**src/rtl/memory_stage.sv**
```systemverilog
// RV64 MEM stage: aligns store data/byte enables, issues dmem requests over a
// valid/ready channel, extends load data and registers results into WB_*.
module memory_stage (
  input  logic        clk,
  input  logic        reset,
  input  logic        MEM_V,
  input  logic [31:0] MEM_IR,
  input  logic [63:0] MEM_PC,
  input  logic [63:0] MEM_ALU_RESULT,
  input  logic [63:0] MEM_SR2,
  input  logic [63:0] MEM_CSRFD,
  input  logic [63:0] MEM_RFD,
  input  logic        MEM_ECALL,
  output logic        MEM_stall,
  output logic        dmem_req_valid,
  input  logic        dmem_req_ready,
  output logic        dmem_we,
  output logic [63:0] dmem_addr,
  output logic [63:0] dmem_wdata,
  output logic [7:0]  dmem_be,
  input  logic        dmem_rsp_valid,
  input  logic [63:0] dmem_rdata,
  output logic        WB_V,
  output logic        WB_ECALL,
  output logic        WB_EXC,
  output logic [31:0] WB_IR,
  output logic [63:0] WB_PC,
  output logic [63:0] WB_DATA,
  output logic [63:0] WB_CSRFD,
  output logic [63:0] WB_RFD
);

  localparam logic [1:0] IDLE = 2'd0;
  localparam logic [1:0] REQ  = 2'd1;
  localparam logic [1:0] WAIT = 2'd2;

  localparam logic [6:0] OP_LOAD  = 7'b0000011;
  localparam logic [6:0] OP_STORE = 7'b0100011;

  typedef struct packed {
    logic        v;
    logic        ecall;
    logic        exc;
    logic [31:0] ir;
    logic [63:0] pc;
    logic [63:0] data;
    logic [63:0] csrfd;
    logic [63:0] rfd;
  } wb_t;

  logic [1:0]  state_q, state_d;
  logic        we_q, we_d;
  logic [63:0] addr_q, addr_d;
  logic [63:0] wdata_q, wdata_d;
  logic [7:0]  be_q, be_d;
  logic [2:0]  off_q, off_d;
  logic [2:0]  f3_q, f3_d;
  wb_t         wb_q, wb_d;

  logic [6:0]  opcode;
  logic [2:0]  f3;
  logic [2:0]  off;
  logic        is_ld, is_st, mem_op;
  logic        legal, aligned, fault, go;
  logic [7:0]  mask;
  logic [63:0] rsp_sh, rsp_ext;
  logic        stall_c;

  assign opcode = MEM_IR[6:0];
  assign f3     = MEM_IR[14:12];
  assign off    = MEM_ALU_RESULT[2:0];
  assign is_ld  = (opcode == OP_LOAD);
  assign is_st  = (opcode == OP_STORE);
  assign mem_op = MEM_V & (is_ld | is_st);

  // Width legality and natural alignment; funct3[1:0] encodes log2(bytes).
  always_comb begin
    legal = is_ld ? (f3 != 3'd7) : ~f3[2];
    case (f3[1:0])
      2'd0:    begin aligned = 1'b1;             mask = 8'h01; end
      2'd1:    begin aligned = ~off[0];          mask = 8'h03; end
      2'd2:    begin aligned = (off[1:0] == 2'd0); mask = 8'h0F; end
      default: begin aligned = (off == 3'd0);    mask = 8'hFF; end
    endcase
  end

  assign fault = mem_op & ~(legal & aligned);
  assign go    = mem_op & ~fault;

  assign rsp_sh = dmem_rdata >> {off_q, 3'b000};
  always_comb begin
    case (f3_q)
      3'd0:    rsp_ext = {{56{rsp_sh[7]}},  rsp_sh[7:0]};
      3'd1:    rsp_ext = {{48{rsp_sh[15]}}, rsp_sh[15:0]};
      3'd2:    rsp_ext = {{32{rsp_sh[31]}}, rsp_sh[31:0]};
      3'd4:    rsp_ext = {56'd0, rsp_sh[7:0]};
      3'd5:    rsp_ext = {48'd0, rsp_sh[15:0]};
      3'd6:    rsp_ext = {32'd0, rsp_sh[31:0]};
      default: rsp_ext = rsp_sh;
    endcase
  end

  always_comb begin
    case (state_q)
      IDLE:    stall_c = go;
      REQ:     stall_c = ~(dmem_req_ready & we_q);
      WAIT:    stall_c = ~dmem_rsp_valid;
      default: stall_c = 1'b0;
    endcase
  end

  // Held low while reset is asserted so execute is never frozen by a stale op.
  assign MEM_stall = reset & stall_c;

  always_comb begin
    state_d = state_q;
    we_d    = we_q;
    addr_d  = addr_q;
    wdata_d = wdata_q;
    be_d    = be_q;
    off_d   = off_q;
    f3_d    = f3_q;
    case (state_q)
      IDLE: if (go) begin
        state_d = REQ;
        we_d    = is_st;
        addr_d  = {MEM_ALU_RESULT[63:3], 3'b000};
        wdata_d = MEM_SR2 << {off, 3'b000};
        be_d    = mask << off;
        off_d   = off;
        f3_d    = f3;
      end
      REQ:  if (dmem_req_ready) state_d = we_q ? IDLE : WAIT;
      WAIT: if (dmem_rsp_valid) state_d = IDLE;
      default: state_d = IDLE;
    endcase
  end

  // Execute holds MEM_* while stalled, so pass-through fields are valid at completion.
  always_comb begin
    wb_d = wb_q;
    if (stall_c) begin
      wb_d.v = 1'b0;
    end else begin
      wb_d.v     = MEM_V;
      wb_d.ecall = MEM_ECALL;
      wb_d.exc   = 1'b0;
      wb_d.ir    = MEM_IR;
      wb_d.pc    = MEM_PC;
      wb_d.data  = MEM_ALU_RESULT;
      wb_d.csrfd = MEM_CSRFD;
      wb_d.rfd   = MEM_RFD;
      if (state_q == IDLE && fault) begin
        wb_d.exc  = 1'b1;
        wb_d.data = 64'd0;
      end else if (state_q == WAIT) begin
        wb_d.data = rsp_ext;
      end
    end
  end

  always_ff @(posedge clk or negedge reset) begin
    if (!reset) begin
      state_q <= IDLE;
      we_q    <= 1'b0;
      addr_q  <= 64'd0;
      wdata_q <= 64'd0;
      be_q    <= 8'd0;
      off_q   <= 3'd0;
      f3_q    <= 3'd0;
      wb_q    <= '0;
    end else begin
      state_q <= state_d;
      we_q    <= we_d;
      addr_q  <= addr_d;
      wdata_q <= wdata_d;
      be_q    <= be_d;
      off_q   <= off_d;
      f3_q    <= f3_d;
      wb_q    <= wb_d;
    end
  end

  assign dmem_req_valid = (state_q == REQ);
  assign dmem_we        = we_q;
  assign dmem_addr      = addr_q;
  assign dmem_wdata     = wdata_q;
  assign dmem_be        = be_q;

  assign WB_V     = wb_q.v;
  assign WB_ECALL = wb_q.ecall;
  assign WB_EXC   = wb_q.exc;
  assign WB_IR    = wb_q.ir;
  assign WB_PC    = wb_q.pc;
  assign WB_DATA  = wb_q.data;
  assign WB_CSRFD = wb_q.csrfd;
  assign WB_RFD   = wb_q.rfd;

endmodule

```
**config.mk**
```make
export PLATFORM = sky130hd
export DESIGN_NAME = memory_stage
export DESIGN_NICKNAME = d
export VERILOG_FILES = /design/src/rtl/memory_stage.sv
export SDC_FILE = /design/constraint.sdc
export NUM_CORES = 1
export LEC_CHECK = 0
export CAP_MARGIN = 20
export CORE_AREA = 8 8 323 325
export DETAILED_ROUTE_END_ITERATION = 8
export DIE_AREA = 0 0 331 333
export PLACE_DENSITY = 0.55
export SYNTH_ARGS = -nofsm -noshare
export SYNTH_HDL_FRONTEND = slang
export SYNTH_SLANG_ARGS = --single-unit
```
**constraint.sdc**
```tcl
create_clock -name clk -period 2.7 [get_ports clk]
set_clock_uncertainty 0.15 [all_clocks]
set_input_delay 0.54 -clock clk [delete_from_list [all_inputs] [get_ports clk]]
set_output_delay 0.54 -clock clk [all_outputs]
set_load 0.005 [all_outputs]
```
==> results of run 1 <==
[cell usage after synthesis, types with 2 or more instances]
cell	n	area [um2]
and2_1	3	18.8
nand2b_1	6	37.5
a21o_1	2	15.0
buf_2	58	290
o22ai_1	18	113
a211o_1	7	61.3
mux2_2	312	3510
a211oi_1	24	180
nand4_1	3	18.8
o221a_2	2	22.5
a32o_1	7	70.1
o211ai_1	18	135
buf_4	6	45.0
o21ai_0	137	686
nor3_1	21	105
a21oi_1	58	290
a22oi_1	16	120
nor2_1	67	251
buf_1	10	37.5
or2_2	3	18.8
nor3b_1	2	15.0
nor2b_1	29	181
a22o_1	8	70.1
dfrtp_1	433	10800
o21ai_1	30	150
mux2i_1	81	811
nand2_1	184	691
a2bb2oi_1	15	131
inv_1	7	26.3
clkbuf_1	55	206
mux4_2	31	698
[stage by stage]
stage	utilization	power [W]	instance area [um2]	hold slack (ns)	setup TNS, ns
final	0.331	0.0179	32800	0.113	0
after global routing	0.331	0.0187	32800	0.0614	-0.119
after CTS	0.330	0.0182	32800	0.295	-0.122
after detailed placement	0.310	0.0101	30700	0.319	-206.04
after global placement	0.310	0.0101	30700	0.309	-198.35
after floorplan	-	0.00803	20100	0.0944	0
[cells by family (layout without fill, tap and decap cells)]
logic type / after synthesis / after routing / share of synthesized area
flip-flops: 433 / 433 / 0.541
other: 1 / 22 / 0.000187
multiplexers: 424 / 424 / 0.251
AO/OA/AOI/OAI: 353 / 353 / 0.108
AND/OR/NAND/NOR: 324 / 324 / 0.0697
buffers and inverters: 137 / 1074 / 0.0308
[sequential cells by signal, summed over array words and instances (netlist names), 8 cells and up]
signal,flops
WB_IR,32
dmem_be,8
WB_DATA,64
dmem_wdata,64
WB_PC,64
WB_CSRFD,64
WB_RFD,64
dmem_addr,61
[critical path: cells and delay by family (launching register included)]
kind	cells	cell delay [ns]
flip-flops	1	0.40
AO/OA/AOI/OAI	2	0.33
AND/OR/NAND/NOR	2	0.32
buffers and inverters	3	0.32
[final cells by class]
cell class | instances | area (um2) | share of cell area
sequential | 433 | 10800 | 0.330
timing repair buffer | 967 | 9660 | 0.294
multi-input combinational | 1104 | 8700 | 0.265
tap | 1298 | 1620 | 0.0495
clock buffer | 73 | 1560 | 0.0474
clock inverter | 27 | 375 | 0.0114
antenna | 19 | 47.5 | 0.00145
inverter | 7 | 26.3 | 0.000800
[metal layers]
layer / GRT usage / vias up / wire length [um]
li1: - / 7854 / -
met3: 0.0514 / 113 / 7460
met1: 0.198 / 8452 / 38400
met5: 0 / - / 38
met4: 0.0525 / 6 / 2540
met2: 0.278 / 583 / 46500
[power breakdown]
part / switching [W] / leakage (nW) / internal [W] / total (W)
logic: 0.00120 / 6.96 / 0.00172 / 0.00292
registers: 0.000207 / 5.35 / 0.00685 / 0.00705
clock network: 0.00309 / 0.942 / 0.00481 / 0.00790
total: 0.00450 / 13.3 / 0.0134 / 0.0179
[timing repair]
item                       in CTS  in global routing
gates resized for setup        20                  5
setup endpoints to repair     137                164
hold buffers                    1                  0
hold endpoints to repair      280                  0
setup buffers                   4                  1
pin swaps                       5                  4
[worst max-delay path by stage]
stage / start / endpoint
final: state_q[1]$_DFFE_PN0P_ / MEM_stall
after global routing: state_q[0]$_DFFE_PN0P_ / MEM_stall
after CTS: MEM_IR[6] / MEM_stall
after detailed placement: MEM_IR[13] / WB_CSRFD[11]$_DFFE_PN0N_
after global placement: MEM_IR[13] / WB_RFD[39]$_DFFE_PN0N_
after floorplan: MEM_IR[3] / MEM_stall
==> reports/summary.txt, run 1 <==
Status: completed
Die Ht: 333 um
Port Buf Inserts: 848
Post-synth ARST share: 1.00
WL/cell: 24.2 um
Worst reg2reg path depth: 7
Critical Path AT: 1.99 ns
Non-Filler Instances: 3928
Fmax: 0.372 GHz
Dpl hpwl: 74.8 mm
Netlist cell types: 50
Total CTS buffers: 55
Vias in the first global route: 18000
Worst setup path class: reg -> out
Clock latency at the later pin of the worst-skew pair: 0.63 ns
Antenna violations before repair: 24
Most common cell after layout, fill and taps aside: clkdlybuf4s50_1
Syn_area_per_cell: 12.0 um2
FF-to-FF End: WB_DATA[18]$_DFFE_PN0N_
DR vias/cell: 4.33
Layout area overhead: 63.8%
Peak VDD IR: 0.000401 V
Worst path required time: 2.01 ns
Core area: 0.0993 mm2
Flop2flop setup slack: 0.08 ns
Final #Nets: 2990
Synth warn: 0
Post-Syn Area: 0.0200 mm2
CP cell instances: buf_4 -> nand2b_4 -> inv_2 -> o2bb2ai_4 -> o21bai_4 -> and2_4 -> buf_6
Max_cap viols: 0
# fillers: 10100
Max-slew violations: 0
Worst setup margin: 0.0153 ns
Routed WL: 95.0 mm
GPL Wtd Cong: 0.830
Max transition margin: 0.393
Final min period: 2.68 ns
GRT Resource Usage Total: 0.164
Hold Crit Depth: 2
PD cells: 544 mW/mm2
Post-synth EDFFs: 0
Io pins: 852
First drt pass iteration count: 5
Post-synth top flop: dfrtp_1
Die area: 0.110 mm2
HP Start: MEM_IR[6]
Final ANT Viol Nets: 0
Via count: 17000
Leakage: 13.3 nW
Reg-to-reg startpoint: off_q[2]$_DFFE_PN0P_
Setup Viol. Count Final: 0
Period utilization: 0.994
Global-route wire length before repair: 134 mm
H-tree depth: 2
Dpl ws: -0.826 ns
Clock Tree Buf Depth: 3
Dpl cells: 3803
Clock sinks: 433
Clock slew at reported path FFs: 0.06 ns
Crit-path max FO: 3
Detailed-route DRC error count: 0
Layout cells sized above 1: 0.224
DRT iter0 DRCs: 842
Critical path's slowest cell: dfrtp_1
Crit path largest cell delay: 0.40 ns
CP Launch Type: flip-flop
Hold Path Sink: WB_IR[6]$_DFFE_PN0N_
CP endpoint kind: output pin
Commonest cells after routing, fill and taps aside: clkdlybuf4s50_1, dfrtp_1, mux2_2
#FFs+latches synth: 433
Hold Path Class: in -> reg
Sequential area share after synthesis: 0.541
CTS tree: built
Actual slew at the worst max-slew pin: 0.910 ns
Die W: 331 um
CTS root buffer: clkbuf_16
Endpoints failing hold: 0
Largest net degree at the start of global routing: 145
GRT overflow: 0
Starting density of the core: 0.202
Site Rows: 116
RSZ-0062 raised after global routing: yes
Syn Inst Count: 1672
(Power assumes the default switching activity.)
==> run 2, diff against run 1 <==
--- a/config.mk
+++ b/config.mk
@@ -15 +15,2 @@
 export SYNTH_SLANG_ARGS = --single-unit
+export TNS_END_PERCENT = 5
==> constraint.sdc (replaced) <==
create_clock -name clk -period 2.2 [get_ports clk]
set_clock_uncertainty 0.15 [all_clocks]
set_input_delay 0.44 -clock clk [delete_from_list [all_inputs] [get_ports clk]]
set_output_delay 0.44 -clock clk [all_outputs]
set_load 0.01 [all_outputs]
==> run 2 against run 1 <==
Effect of this change:
- critical path type unchanged
- the run now ends with setup timing left
- critical endpoint unchanged
- critical path depth decreased by 1
- cell area increased by 2.4%
- routed wire length up 1.1%
- global-route usage rose by 0.19 points
- worst setup slack got worse by 0.48 ns
- sequential share of layout area shrank 0.77 points
- register-to-register slack lost 0.32 ns
- hold slack better by 0.045 ns
- combinational power is 31% higher
- cell count rose by 1.9%
- die area unchanged
- flip-flop and latch count unchanged
==> reports/summary.txt, run 2 (synthesis results as in run 1) <==
Status: finished with violations
Failing checks: setup timing
Commonest cells after routing, fill and taps aside: clkdlybuf4s50_1, dfrtp_1, mux2_2
Dpl cells: 3869 (+1.7%)
DRT iter0 DRCs: 821 (-2.5%)
Critical Path AT: 2.08 ns (+0.09 ns)
Comb pwr share: 0.178 (+0.015)
Crit-path max FO: 4 (+1)
Largest net degree at the start of global routing: 136 (-6.2%)
Non-Filler Instances: 4001 (+1.9%)
Worst setup path class: reg -> out
Clock latency at the later pin of the worst-skew pair: 0.64 ns (about the same)
Reg-to-reg startpoint: state_q[0]$_DFFE_PN0P_
Starting density of the core: 0.202 (unchanged)
CP endpoint kind: output pin
Clock power frac: 0.418 (-0.024)
Peak VDD IR: 0.000520 V (+30%)
Max transition margin: 0.447 (+0.0539)
Most common cell after layout, fill and taps aside: clkdlybuf4s50_1
GRT overflow: 0 (unchanged)
Actual slew at the worst max-slew pin: 0.830 ns (-0.0809 ns)
Routed WL: 96.0 mm (+1.1%)
Worst setup margin: -0.467 ns (-0.483 ns)
CTS tree: built
FF-to-FF End: WB_PC[19]$_DFFE_PN0N_
Clock slew at reported path FFs: 0.06 ns (about the same)
Vias in the first global route: 18400 (+1.9%)
Period utilization: 1.21
Antenna violations before repair: 9 (-63%)
Total CTS buffers: 54 (-1.8%)
Layout area overhead: 67.7%
Max_cap viols: 0 (unchanged)
Detailed-route DRC error count: 0 (unchanged)
Clock Tree Buf Depth: 3 (unchanged)
RSZ-0062 raised after global routing: yes
WHS: 0.159 ns (+0.0455 ns)
Leakage: 14.8 nW (+12%)
Setup Viol. Count Final: 264 (+264)
DR vias/cell: 4.32 (-0.18%)
Flop2flop setup slack: -0.24 ns (-0.32 ns)
Via count: 17300 (+1.7%)
Fmax: 0.375 GHz
WL/cell: 24.0 um (-0.76%)
Worst setup path end: MEM_stall
Die area: 0.110 mm2 (unchanged)
CP Launch Type: flip-flop
Final min period: 2.67 ns
Port Buf Inserts: 848 (unchanged)
H-tree depth: 2 (unchanged)
Final #Nets: 3072 (+2.7%)
First drt pass iteration count: 5 (unchanged)
Final ANT Viol Nets: 0 (unchanged)
Core area: 0.0993 mm2 (unchanged)
Io pins: 852 (unchanged)
Site Rows: 116 (unchanged)
Dpl hpwl: 75.3 mm (+0.68%)
Worst path required time: 1.61 ns (-0.40 ns)
Hold Crit Depth: 3 (+1)
Max-slew violations: 0 (unchanged)
Clock sinks: 433 (unchanged)
Power Internal: 0.0156 W (+16%)
Switching share of power: 0.274 (+0.0220)
Layout cells sized above 1: 0.261 (+0.0370)
Die Ht: 333 um (unchanged)
Psw: 0.00586 W (+30%)
Die W: 331 um (unchanged)
Endpoints failing hold: 0 (unchanged)
Worst reg2reg path depth: 8 (+1)
Worst Setup SP: state_q[0]$_DFFE_PN0P_
GRT Resource Usage Total: 0.166 (+0.00195)
Global-route wire length before repair: 136 mm (+1.4%)
PD cells: 637 mW/mm2 (+17%)
Sequential share of power: 0.403 (+0.008)
GPL Wtd Cong: 0.861 (+3.7%)
Hold Path Class: in -> reg
CTS root buffer: clkbuf_16
[run 2: cell types whose count changed in the layout (fill, tap and decap cells not counted), sizes merged]
cell / before / now
bufbuf: 0 / 3
clkdlybuf4s50: 837 / 561
dlygate4sd2: 3 / 233
inv: 10 / 12
clkinv: 12 / 14
bufinv: 8 / 1
clkinvlp: 4 / 3
buf: 123 / 203
dlymetal6s2s: 3 / 48
clkbuf: 73 / 77
diode: 19 / 10
[run 2: worst max-delay path, cell delays in order, from the launching register on]
cell and delay [ns]:
dfrtp_1 0.43, nor3b_2 0.21, nand4_1 0.19, o21bai_4 0.19, buf_12 0.15, and2_4 0.16
buf_6 0.10
[run 2: area by class of cell]
class	count	area, um2
repair buffers	1050	10400
fillers	10100	65700
clock buffers	76	1540
multi-input cells	1104	8910
well taps	1298	1620
clock inverters	23	214
diodes	10	25.0
inverters	7	26.3
flip-flops and latches	433	10800
[run 2: how the worst min path moves through the flow]
| stage | from | end | slack (ns) |
|---|---|---|---|
| final | MEM_ALU_RESULT[1] | off_q[1]$_DFFE_PN0P_ | 0.16 |
| after global routing | MEM_ALU_RESULT[1] | off_q[1]$_DFFE_PN0P_ | 0.13 |
| after CTS | MEM_ALU_RESULT[1] | off_q[1]$_DFFE_PN0P_ | 0.10 |
| after detailed placement | WB_DATA[18]$_DFFE_PN0N_ | WB_DATA[18]$_DFFE_PN0N_ | 0.32 |
| after global placement | dmem_wdata[28]$_DFFE_PN0P_ | dmem_wdata[28]$_DFFE_PN0P_ | 0.31 |
| after floorplan | reset | WB_CSRFD[0]$_DFFE_PN0N_ | -0.006 |
[run 2: power groups by stage]
| stage | registers, W | logic (W) | clock network (W) |
|---|---|---|---|
| final | 0.00864 | 0.00382 | 0.00895 |
| after global routing | 0.00869 | 0.00409 | 0.00956 |
| after CTS | 0.00864 | 0.00390 | 0.00930 |
| after detailed placement | 0.00879 | 0.00392 | 0 |
| after global placement | 0.00878 | 0.00392 | 0 |
| after floorplan | 0.00896 | 0.00108 | 0 |
[run 2: per-layer routing]
| layer | track usage | share of wire | vias to the layer above |
|---|---|---|---|
| li1 | - | - | 8008 |
| met1 | 0.204 | 0.41 | 8643 |
| met2 | 0.289 | 0.50 | 530 |
| met3 | 0.0425 | 0.065 | 110 |
| met4 | 0.0428 | 0.022 | 2 |
| met5 | 0 | 0.00014 | - |
[run 2: per-stage QoR]
| stage | TNS [ns] | instance area (um2) | util | worst slack (ns) | power (W) |
|---|---|---|---|---|---|
| finish | -40.97 | 33600 | 0.339 | -0.467 | 0.0214 |
| CTS | -50.93 | 33400 | 0.336 | -0.534 | 0.0218 |
| global placement | -266.82 | 31200 | 0.314 | -0.917 | 0.0127 |
| detailed placement | -274.92 | 31200 | 0.314 | -0.920 | 0.0127 |
| global route | -63.20 | 33600 | 0.338 | -0.543 | 0.0223 |
| floorplan | -0.0821 | 20100 | - | -0.0112 | 0.0100 |
[run 2: what timing repair did]
action / 4_1_cts / 5_1_grt
pin swaps: 20 / 9
hold buffers: 1 / 0
hold endpoints to repair: 261 / 0
setup buffers: 18 / 0
gates cloned: 6 / 1
endpoints found under the setup margin: 591 / 427
resized for setup: 327 / 65
==> run 3, diff against run 2 <==
- CTS_BUF_LIST: unset -> sky130_fd_sc_hd__clkbuf_16
==> run 3 against run 2 <==
Effect of this change:
- the flow still finishes with violations (setup timing)
- critical path depth did not move
- total power is 2.0% lower
- sequential share of layout area up 0.076 points
- die area stayed put
- fmax decreased by 0.19%
- non-clock buffer count up 1
- routed wire length is essentially flat
- register-to-register slack hardly changed
- critical endpoint unchanged
- highest routed layer unchanged
==> reports/summary.txt, run 3 (synthesis results as in run 1) <==
Clock latency at the later pin of the worst-skew pair: 0.65 ns (about the same)
Max_cap viols: 0 (unchanged)
Max transition margin: 0.435 (-0.0121)
Crit path depth: 6 (unchanged)
Flop2flop setup slack: -0.24 ns (about the same)
Dpl hpwl: 75.3 mm (unchanged)
GPL Wtd Cong: 0.861 (unchanged)
Detailed-route DRC error count: 0 (unchanged)
Worst reg2reg path depth: 8 (unchanged)
Antenna violations before repair: 8 (-1)
Total CTS buffers: 54 (unchanged)
PD cells: 626 mW/mm2 (-1.8%)
# fillers: 10100 (unchanged)
Leakage: 14.8 nW (about the same)
Commonest cells after routing, fill and taps aside: clkdlybuf4s50_1, dfrtp_1, mux2_2
Actual slew at the worst max-slew pin: 0.848 ns (+0.0181 ns)
CP Launch Type: flip-flop
CTS root buffer: clkbuf_16
Critical path's slowest cell: dfrtp_1
Site Rows: 116 (unchanged)
GRT overflow: 0 (unchanged)
Final Util: 0.338 (-0.000794)
WL/cell: 24.0 um (about the same)
Starting density of the core: 0.202 (unchanged)
Clock sinks: 433 (unchanged)
Crit-path leading delay family: simple AND/OR/NAND/NOR gates
Routed WL: 96.1 mm (about the same)
Clock Tree Buf Depth: 3 (unchanged)
Status: finished with violations
Crit-path max FO: 4 (unchanged)
Most common cell after layout, fill and taps aside: clkdlybuf4s50_1
Critical Path AT: 2.08 ns (about the same)
Final min period: 2.67 ns (+0.00521 ns)
Peak VDD IR: 0.000514 V (-1.3%)
Die area: 0.110 mm2 (unchanged)
First drt pass iteration count: 5 (unchanged)
Critical path buffers and inverters: 2 (unchanged)
FF/Latch Area: 0.0108 mm2 (unchanged)
H-tree depth: 2 (unchanged)
Layout area overhead: 67.3%
DRT iter0 DRCs: 741 (-9.7%)
Endpoints failing hold: 0 (unchanged)
Max-slew violations: 0 (unchanged)
Global-route wire length before repair: 136 mm (about the same)
Area of the multi-input gates: 0.00892 mm2 (about the same)
Non-Filler Instances: 4003 (+0.050%)
DR vias/cell: 4.32 (about the same)
Die W: 331 um (unchanged)
Layout cells sized above 1: 0.257 (-0.00418)
CP cell instances: nor3b_2 -> nand4_1 -> o21bai_4 -> buf_12 -> and2_4 -> buf_6
Io pins: 852 (unchanged)
Worst setup margin: -0.472 ns (-0.00520 ns)
Worst setup path end: MEM_stall
GRT Resource Usage Total: 0.166 (about the same)
Hold Path Class: in -> reg
Period utilization: 1.21 (+0.00237)
CP endpoint kind: output pin
RSZ-0062 raised after global routing: yes
Via count: 17300 (+0.023%)
Failing checks: setup timing
Fmax: 0.374 GHz (-0.19%)
Die Ht: 333 um (unchanged)
Setup Viol. Count Final: 271 (+2.7%)
Vias in the first global route: 18400 (-0.0054%)
CTS tree: built
Crit path largest cell delay: 0.43 ns (about the same)
Core area: 0.0993 mm2 (unchanged)
Reg-to-reg startpoint: state_q[0]$_DFFE_PN0P_
Largest net degree at the start of global routing: 136 (unchanged)
Total chip power: 0.0210 W (-2.0%)
Final ANT Viol Nets: 0 (unchanged)
Worst path required time: 1.61 ns (about the same)
Worst setup path class: reg -> out
Port Buf Inserts: 848 (unchanged)
Dpl cells: 3869 (unchanged)
WHS: 0.160 ns (+0.00152 ns)
FF-to-FF End: WB_CSRFD[50]$_DFFE_PN0N_
Final #Nets: 3073 (+0.033%)
Clock slew at reported path FFs: 0.06 ns (about the same)
Worst Setup SP: state_q[0]$_DFFE_PN0P_
## run 3: stage by stage
step	setup slack [ns]	TNS [ns]	cell area [um2]
after CTS	-0.534	-52.53	33300
after global routing	-0.553	-66.04	33500
after global placement	-0.917	-266.82	31200
final	-0.472	-44.11	33500
after detailed placement	-0.920	-274.92	31200
after floorplan	-0.0112	-0.0821	20100
## run 3: routing by layer
layer	track usage	vias up	share of wire	wire length [um]
met1	0.204	8672	0.41	39600
met4	0.0419	2	0.021	2010
met2	0.290	515	0.50	48200
li1	-	8005	-	-
met3	0.0425	103	0.065	6260
met5	0	-	0.00014	13
## run 3: final cells by class
class	instances	share of cell area
clock inverters	45	0.00884
multi-input cells	1104	0.266
flip-flops and latches	433	0.323
inverters	7	0.000784
clock buffers	54	0.0403
diodes	11	0.000821
well taps	1298	0.0484
repair buffers	1051	0.312
## run 3: how the worst min path moves through the flow
stage          cells after the start                          to  slack (ns)                        from
3_5_place_dp                       2     WB_DATA[18]$_DFFE_PN0N_        0.32     WB_DATA[18]$_DFFE_PN0N_
3_3_place_gp                       2  dmem_wdata[28]$_DFFE_PN0P_        0.31  dmem_wdata[28]$_DFFE_PN0P_
4_1_cts                            3        off_q[1]$_DFFE_PN0P_        0.10           MEM_ALU_RESULT[1]
6_report                           3        off_q[1]$_DFFE_PN0P_        0.16           MEM_ALU_RESULT[1]
5_1_grt                            3        off_q[1]$_DFFE_PN0P_        0.13           MEM_ALU_RESULT[1]
2_1_floorplan                      0     WB_CSRFD[0]$_DFFE_PN0N_      -0.006                       reset
## run 3: tightest hold or removal path, stage by stage
cell	delay (ns)
buf_4	0.10
buf_4	0.19
mux2_2	0.17
## run 3: where the power goes
part	internal, W	switching, W	leakage [nW]
registers	0.00840	0.000237	5.35
logic	0.00211	0.00172	8.62
clock network	0.00462	0.00390	0.847
## run 3: what timing repair did
action,CTS,global route
hold buffers,1,0
buffers inserted,19,0
pin swaps,20,10
endpoints found under the hold margin,261,0
cloned,6,1
endpoints found under the setup margin,581,429
resized for setup,320,65
